<file path="config.mk">
export PLATFORM = sky130hd
export DESIGN_NAME = i2s_rx
export DESIGN_NICKNAME = d
export VERILOG_FILES = /design/src/rtl/i2s_pkg.sv /design/src/rtl/i2s_rx.sv
export SDC_FILE = /design/constraint.sdc
export NUM_CORES = 1
export LEC_CHECK = 0
export ABC_CLOCK_PERIOD_IN_PS = 5750
export CORE_MARGIN = 2
export CORE_UTILIZATION = 40
export DETAILED_ROUTE_END_ITERATION = 8
export SETUP_SLACK_MARGIN = 0.15
export SYNTH_ARGS = -nofsm -noshare
export SYNTH_HDL_FRONTEND = slang
export SYNTH_SLANG_ARGS = --single-unit
export TNS_END_PERCENT = 100
</file>
<file path="constraint.sdc">
create_clock -name sck -period 5.75 [get_ports sck]
set_clock_uncertainty 0.15 [all_clocks]
set_input_delay 0.575 -clock sck [delete_from_list [all_inputs] [get_ports sck]]
set_output_delay 0.575 -clock sck [all_outputs]
set_load 0.005 [all_outputs]
</file>
<file path="src/rtl/i2s_pkg.sv">
// Shared definitions for the I2S receive path and the loopback/latch stage.
// Holds the receiver FSM encoding and the word-select channel constants.
package i2s_pkg;

    typedef enum logic [1:0] {
        ST_PRIME = 2'd0,
        ST_HUNT  = 2'd1,
        ST_RUN   = 2'd2
    } state_t;

    localparam logic WS_LEFT  = 1'b0;
    localparam logic WS_RIGHT = 1'b1;

endpackage

</file>
<file path="src/rtl/i2s_rx.sv">
// Philips-format I2S receiver clocked by the bit clock: rebuilds left/right words
// from ws/sd and pulses l_vld or r_vld for one cycle when a slot completes.
module i2s_rx
    import i2s_pkg::*;
#(
    parameter int DATA_WIDTH = 8,
    parameter int SLOT_MAX   = 32
) (
    input  logic                  sck,
    input  logic                  rst,
    input  logic                  en,
    input  logic                  ws,
    input  logic                  sd,
    output logic [DATA_WIDTH-1:0] data,
    output logic                  l_vld,
    output logic                  r_vld,
    output logic                  slot_err
);

    localparam int              CW      = $clog2(SLOT_MAX + 1);
    localparam logic [CW-1:0]   CNT_SAT = CW'(SLOT_MAX + 1);

    state_t                state;
    state_t                state_nx;
    logic                  ws_d;
    logic                  trans;
    logic [DATA_WIDTH-1:0] sh;
    logic [DATA_WIDTH-1:0] sh_nx;
    logic [DATA_WIDTH-1:0] word;
    logic [CW-1:0]         cnt;
    logic [CW-1:0]         cnt_nx;
    logic                  emit;
    logic                  err_nx;
    int                    cnt_inc;

    // The bit sampled on a ws change is the LSB of the slot that is ending.
    assign trans = ws ^ ws_d;

    always_ff @(posedge sck) begin
        if (rst) begin
            state <= ST_PRIME;
        end else begin
            state <= state_nx;
        end
    end

    always_comb begin
        state_nx = state;
        if (!en) begin
            state_nx = ST_PRIME;
        end else begin
            case (state)
                ST_PRIME: state_nx = ST_HUNT;
                ST_HUNT:  state_nx = trans ? ST_RUN : ST_HUNT;
                ST_RUN:   state_nx = ST_RUN;
                default:  state_nx = ST_PRIME;
            endcase
        end
    end

    always_comb begin
        word = sh;
        for (int i = 0; i < DATA_WIDTH; i++) begin
            if (int'(cnt) == DATA_WIDTH - 1 - i) begin
                word[i] = sd;
            end
        end
        cnt_inc = int'(cnt) + 1;
        err_nx  = (cnt_inc < DATA_WIDTH) || (cnt_inc > SLOT_MAX);
        emit    = en && (state == ST_RUN) && trans;
        sh_nx   = sh;
        cnt_nx  = cnt;
        if (!en) begin
            sh_nx  = '0;
            cnt_nx = '0;
        end else if (state == ST_HUNT && trans) begin
            sh_nx  = '0;
            cnt_nx = '0;
        end else if (state == ST_RUN) begin
            if (trans) begin
                sh_nx  = '0;
                cnt_nx = '0;
            end else begin
                sh_nx  = word;
                // Saturate so an over-long slot can never wrap back into range.
                cnt_nx = (cnt == CNT_SAT) ? cnt : cnt + CW'(1);
            end
        end
    end

    always_ff @(posedge sck) begin
        if (rst) begin
            ws_d     <= 1'b0;
            sh       <= '0;
            cnt      <= '0;
            data     <= '0;
            l_vld    <= 1'b0;
            r_vld    <= 1'b0;
            slot_err <= 1'b0;
        end else begin
            ws_d     <= ws;
            sh       <= sh_nx;
            cnt      <= cnt_nx;
            l_vld    <= emit && (ws_d == WS_LEFT);
            r_vld    <= emit && (ws_d == WS_RIGHT);
            slot_err <= emit && err_nx;
            if (emit) begin
                data <= word;
            end
        end
    end

endmodule

</file>
==> results of run 1 <==
-- cells by family (layout without fill, tap and decap cells) --
logic type / Yosys count / in the layout / synth area share [%]
AND/OR/NAND/NOR: 93 / 93 / 31.4
AO/OA/AOI/OAI: 30 / 30 / 16.4
flip-flops: 28 / 28 / 39.2
buffers and inverters: 17 / 22 / 6.21
adder cells (fa/ha/maj): 5 / 5 / 4.37
XOR/XNOR: 3 / 3 / 2.36
-- flip-flops by register name, summed over array words and instances (netlist names) --
name	flops
data	8
state	2
l_vld	1
ws_d	1
r_vld	1
slot_err	1
sh	8
cnt	6
-- through the flow --
stage	power [µW]	setup slack, ps
after global placement	217	3130
after CTS	299	3410
after floorplan	211	3840
final	296	3450
after detailed placement	218	3080
after global routing	309	3240
-- synthesized netlist by cell type (all sizes together), types with 4 or more instances --
library cell,count,area share [%]
nand2,29,7.6
dfxtp,28,39
nand3,28,9.8
nor2,15,3.9
a311oi,11,7.6
buf,10,4.4
a31oi,9,3.9
ha,5,4.4
nor3,5,1.7
inv,4,1.0
nand2b,4,1.7
-- power groups by stage --
stage	Combinational [µW]	Sequential, µW	Clock [µW]
after global routing	18.2	198	93.2
after detailed placement	16.7	201	0
final	16.6	197	82.8
after global placement	16.3	201	0
after floorplan	10.4	201	0
after CTS	16.7	197	85.2
-- path summary, 6_finish.rpt --
check | depth (start not counted) | slack [ps] | end
max | 5 | 3450 | data[5]
min | 1 | 330 | state[0]
max reg2reg | 5 | 3480 | cnt[2]
min reg2reg | 1 | 330 | state[0]
-- cell type report --
cell class	instances	area, µm²
fill	331	1800
multi-input combinational	131	781
sequential	28	561
timing repair buffer	15	150
tap	46	57.6
clock buffer	3	22.5
inverter	4	15.0
-- layer usage --
metal	wire [µm]	vias to the layer above
li1	-	640
met4	22	0
met5	0	-
met1	1530	600
met2	1550	19
met3	57	2
==> flow_summary.json, run 1 <==
{
  "outcome": "finished, final reports clean",
  "pwr-share-clk_pct": 27.9,
  "hold_viol": 0,
  "critPathRequiredTime_ps": 5840,
  "p_leak_uw": 0.000454,
  "nNetsFinal": 193,
  "irDropWorstVdd_mv": 0.0616,
  "track_usage_pct": 16.5,
  "dieArea_um2": 4070,
  "postSynthCellCount": 176,
  "grt_pass1_vias": 1233,
  "mostFrequentLayoutCells": "nand2_1, nand3_1, dfxtp_1",
  "place_congestion": 0.779,
  "layout_min_cycle_time_ps": 2300,
  "reg2reg_from": "cnt[1]",
  "dieWidth_um": 63.8,
  "antenna_found_initial": 0,
  "cts_setup_buffers": 0,
  "hold_buffers": 0,
  "grt_busiest_layer": "met2",
  "rsz0062_at_grt": "no",
  "start_kind": "input port",
  "synth_cell_types": 35,
  "grtUsageMet3_pct": 2.11,
  "synth_ff_type": "dfxtp_1",
  "coreArea_um2": 3390,
  "syn_area_um2": 1430,
  "net-switching-power_uw": 69.5,
  "ctsLongestPathBuffers": 2,
  "grt_pass1_wl_um": 5460,
  "crit_path_end_kind": "register",
  "grt_max_degree": 17,
  "dp_hpwl_um": 2310,
  "worstSetupPathType": "input port to register",
  "numPortBuffers": 15,
  "fmax_ghz": 0.435,
  "placedCellCount": 224,
  "dpl_cell_area_um2": 1560,
  "synth_warnings": 0,
  "start_util_pct": 42.2,
  "finalSetupViolCount": 0,
  "drv_cap": 0,
  "crit_family": "simple AND/OR/NAND/NOR gates",
  "synth_edf_count": 0,
  "min_period_over_period_pct": 39.9,
  "cp_max_fo": 16,
  "cts_tree": "built",
  "drive_gt1_share_pct": 4.97,
  "ant_nets": 0,
  "tightest_slew_ps": 1060,
  "layout_commonest_cell": "nand2_1",
  "min-delay-start": "state[1]",
  "slew_headroom_pct": 29.3,
  "setup_tns_ps": 0,
  "final_area_um2": 1590,
  "gr-usage-met2_pct": 29.7,
  "post_cts_resize_count": 0,
  "viasPerCell": 5.56,
  "antenna_cells": 0,
  "max_stage_delay_ps": 580,
  "path_clk_slew_ps": 150,
  "grt_use_met1_pct": 20.4,
  "hp-class": "register to register",
  "rows": 21,
  "p_int_uw": 227,
  "crit_start": "ws",
  "drc": 0,
  "dr.pass1.iters": 5,
  "post_synth.cell_area_avg_um2": 8.13,
  "async_reset_ff_share_pct": 0,
  "vias": 1261,
  "slowest_stage": "and3_1",
  "synth-seq-area-share_pct": 39.2,
  "cts_buffers": 3,
  "fin_cells": 227,
  "ctsRootBufferMaster": "clkbuf_4",
  "htreeDepth": 1,
  "ios": 16,
  "die_y_um": 63.8,
  "wl_um": 3160,
  "sequentialPowerShare_pct": 66.5,
  "ys_seq_elements": 28,
  "final_util_pct": 46.8,
  "grt-ovfl-total": 0,
  "crit_chain": "clkdlybuf4s50_1 > xor2_2 > and3_1 > nor2_1 > a311oi_1",
  "first_iter_violations": 65,
  "syn_to_final_growth_pct": 10.9,
  "slew_violations": 0,
  "holdWs_ps": 326,
  "critPathBufInv": 1,
  "swShare_pct": 23.5,
  "syn_nets": 186,
  "cellPowerDensity_nw_per_um2": 187,
  "critical_path_arrival_ps": 2390,
  "clock_latency_ps": 330,
  "clock-sinks": 28,
  "wl_per_cell_um": 13.9,
  "pwr-share-comb_pct": 5.6
}
No activity file was read; power rests on OpenSTA's default activity.
==> run 2: changes to the inputs <==
--- a/config.mk
+++ b/config.mk
@@ -5,7 +5,7 @@
 export SDC_FILE = /design/constraint.sdc
 export NUM_CORES = 1
 export LEC_CHECK = 0
-export ABC_CLOCK_PERIOD_IN_PS = 5750
+export ABC_CLOCK_PERIOD_IN_PS = 1900
 export CORE_MARGIN = 2
 export CORE_UTILIZATION = 40
 export DETAILED_ROUTE_END_ITERATION = 8
==> constraint.sdc (replaced) <==
create_clock -name sck -period 1.9 [get_ports sck]
set_clock_uncertainty 0.15 [all_clocks]
set_input_delay 0.19 -clock sck [delete_from_list [all_inputs] [get_ports sck]]
set_output_delay 0.19 -clock sck [all_outputs]
set_load 0.005 [all_outputs]
==> run 2 against run 1 <==
Compared with the run above: total power rose to 3.0 times the previous value; setup slack got worse by 3200 ps; routed wire length down 0.70%; register-to-register slack got worse by 3300 ps; critical endpoint is now slot_err; sequential cell count is the same; global-route usage decreased by 0.63 points; worst hold slack better by 14 ps; combinational power grew to 4.1 times the previous value; clock power increased to 2.9 times the previous value; highest routed layer unchanged; die area unchanged; first-iteration DRC count rose by 80%; cell count is 8.4% higher.
==> flow_summary.json, run 2 (synthesis gave the netlist of run 1 again) <==
{
  "placedCellCount": 243,
  "place_congestion": 0.817,
  "wl_um": 3140,
  "layout_min_cycle_time_ps": 1690,
  "slew_violations": 0,
  "grt-ovfl-total": 0,
  "mostFrequentLayoutCells": "nand2_1, nand3_1, dfxtp_1",
  "dieWidth_um": 63.8,
  "hp-class": "register to register",
  "antenna_found_initial": 0,
  "p_leak_uw": 0.000555,
  "slew_headroom_pct": 77.7,
  "final_area_um2": 1760,
  "wl_per_cell_um": 12.8,
  "numPortBuffers": 15,
  "wl_met1_um": 1510,
  "slowest_stage": "dfxtp_2",
  "die_y_um": 63.8,
  "tightest_slew_ps": 334,
  "vias": 1307,
  "grt_pass1_vias": 1182,
  "dr.pass1.iters": 4,
  "htreeDepth": 1,
  "cts_tree": "built",
  "viasPerCell": 5.31,
  "syn_to_final_growth_pct": 22.8,
  "finalSetupViolCount": 0,
  "clock_latency_ps": 320,
  "critPathRequiredTime_ps": 1970,
  "reg.largest.list": "data: 8 flops, sh: 8 flops, cnt: 6 flops",
  "worstSetupPathType": "register to register",
  "wl_met2_um": 1500,
  "hold_buffers": 0,
  "drive_gt1_share_pct": 16.5,
  "ant_nets": 0,
  "rows": 21,
  "fin_cells": 246,
  "irDropWorstVdd_mv": 0.199,
  "drc": 0,
  "start_util_pct": 42.2,
  "grt_pass1_wl_um": 5260,
  "ctsLongestPathBuffers": 2,
  "setup_tns_ps": 0,
  "cts_buffers": 3,
  "nNetsFinal": 212,
  "cts_setup_buffers": 0,
  "max_stage_delay_ps": 460,
  "rsz0062_at_grt": "yes",
  "start_kind": "register",
  "min_period_over_period_pct": 89.0,
  "ios": 16,
  "wl_met3_um": 113,
  "ctsRootBufferMaster": "clkbuf_4",
  "track_usage_pct": 15.9,
  "cp_max_fo": 10,
  "drv_cap": 0,
  "cellPowerDensity_nw_per_um2": 514,
  "clock-sinks": 28,
  "hold_viol": 0,
  "path_clk_slew_ps": 140,
  "grt_max_degree": 17,
  "first_iter_violations": 117,
  "dr.max_layer_used": "met4",
  "critical_path_arrival_ps": 1760,
  "crit_chain": "nand4_1 > or3_1 > a211oi_1 > nor4_1",
  "coreArea_um2": 3390,
  "crit_path_end_kind": "register",
  "dieArea_um2": 4070,
  "dp_hpwl_um": 2370,
  "outcome": "finished, final reports clean",
  "fmax_ghz": 0.591,
  "antenna_cells": 0,
  "layout_commonest_cell": "nand2_1",
  "dpl_cell_area_um2": 1730
}
-- run 2: cell types whose count changed in the layout (fill, tap and decap cells not counted) --
cell | before | now
buf_4 | 0 | 18
dfxtp_1 | 28 | 25
dfxtp_2 | 0 | 2
a311oi_1 | 9 | 8
a311oi_2 | 2 | 3
buf_12 | 0 | 1
dfxtp_4 | 0 | 1
nand2b_1 | 4 | 3
nand2b_2 | 0 | 1
-- run 2: repair_timing --
| item | CTS | global route |
|---|---|---|
| endpoints found under the setup margin | 1 | 7 |
| pin swaps | 0 | 1 |
| gates resized for setup | 1 | 3 |
-- run 2: worst max-delay path: cells and delay by family (launching register included) --
kind	cells	cell delay (ps)
and+or+nand+nor	3	630
AOI/OAI and AO/OA	1	350
DFF	1	460
-- run 2: layer usage --
metal / up-vias / GRT usage [%]
li1: 676 / -
met1: 606 / 20.6
met2: 23 / 27.1
met3: 2 / 2.11
met4: 0 / 5.16
met5: - / 0
-- run 2: area by class of cell --
type	count	area (µm²)
clock buffer	3	22.5
fill	326	1630
inverter	4	15.0
multi-input combinational	131	790
sequential	28	567
tap	46	57.6
timing repair buffer	34	305
-- run 2: worst paths after layout --
kind | slack, ps | start | end | cells after the start
worst max-delay path | 210 | cnt[2] | slot_err | 4
worst min-delay path | 340 | sh[7] | sh[7] | 2
worst max register to register | 210 | cnt[2] | slot_err | 4
worst min register to register | 340 | sh[7] | sh[7] | 2
-- run 2: power by group --
part | switching, µW | leakage (µW) | internal [µW]
clock network | 166 | 0.0000138 | 74.2
registers | 4.16 | 0.000228 | 591
logic | 33.2 | 0.000313 | 34.4
-- run 2: per-stage QoR --
stage               power, µW  util, %  worst slack (ps)  hold WS [ps]
floorplan                 641        -               179           112
global placement          675     50.9             -17.4           288
detailed placement        676     50.9             -33.1           302
CTS                       916     51.6               181           324
global route              947     51.8               121           363
finish                    903     51.8               208           340
==> run 3: changes to the inputs <==
--- a/config.mk
+++ b/config.mk
@@ -10,6 +10,7 @@
 export CORE_UTILIZATION = 40
 export DETAILED_ROUTE_END_ITERATION = 8
 export SETUP_SLACK_MARGIN = 0.15
+export SLEW_MARGIN = 15
 export SYNTH_ARGS = -nofsm -noshare
 export SYNTH_HDL_FRONTEND = slang
 export SYNTH_SLANG_ARGS = --single-unit
==> results of run 3 <==
No change in the layout: final DEF, timing and power equal those of run 2.
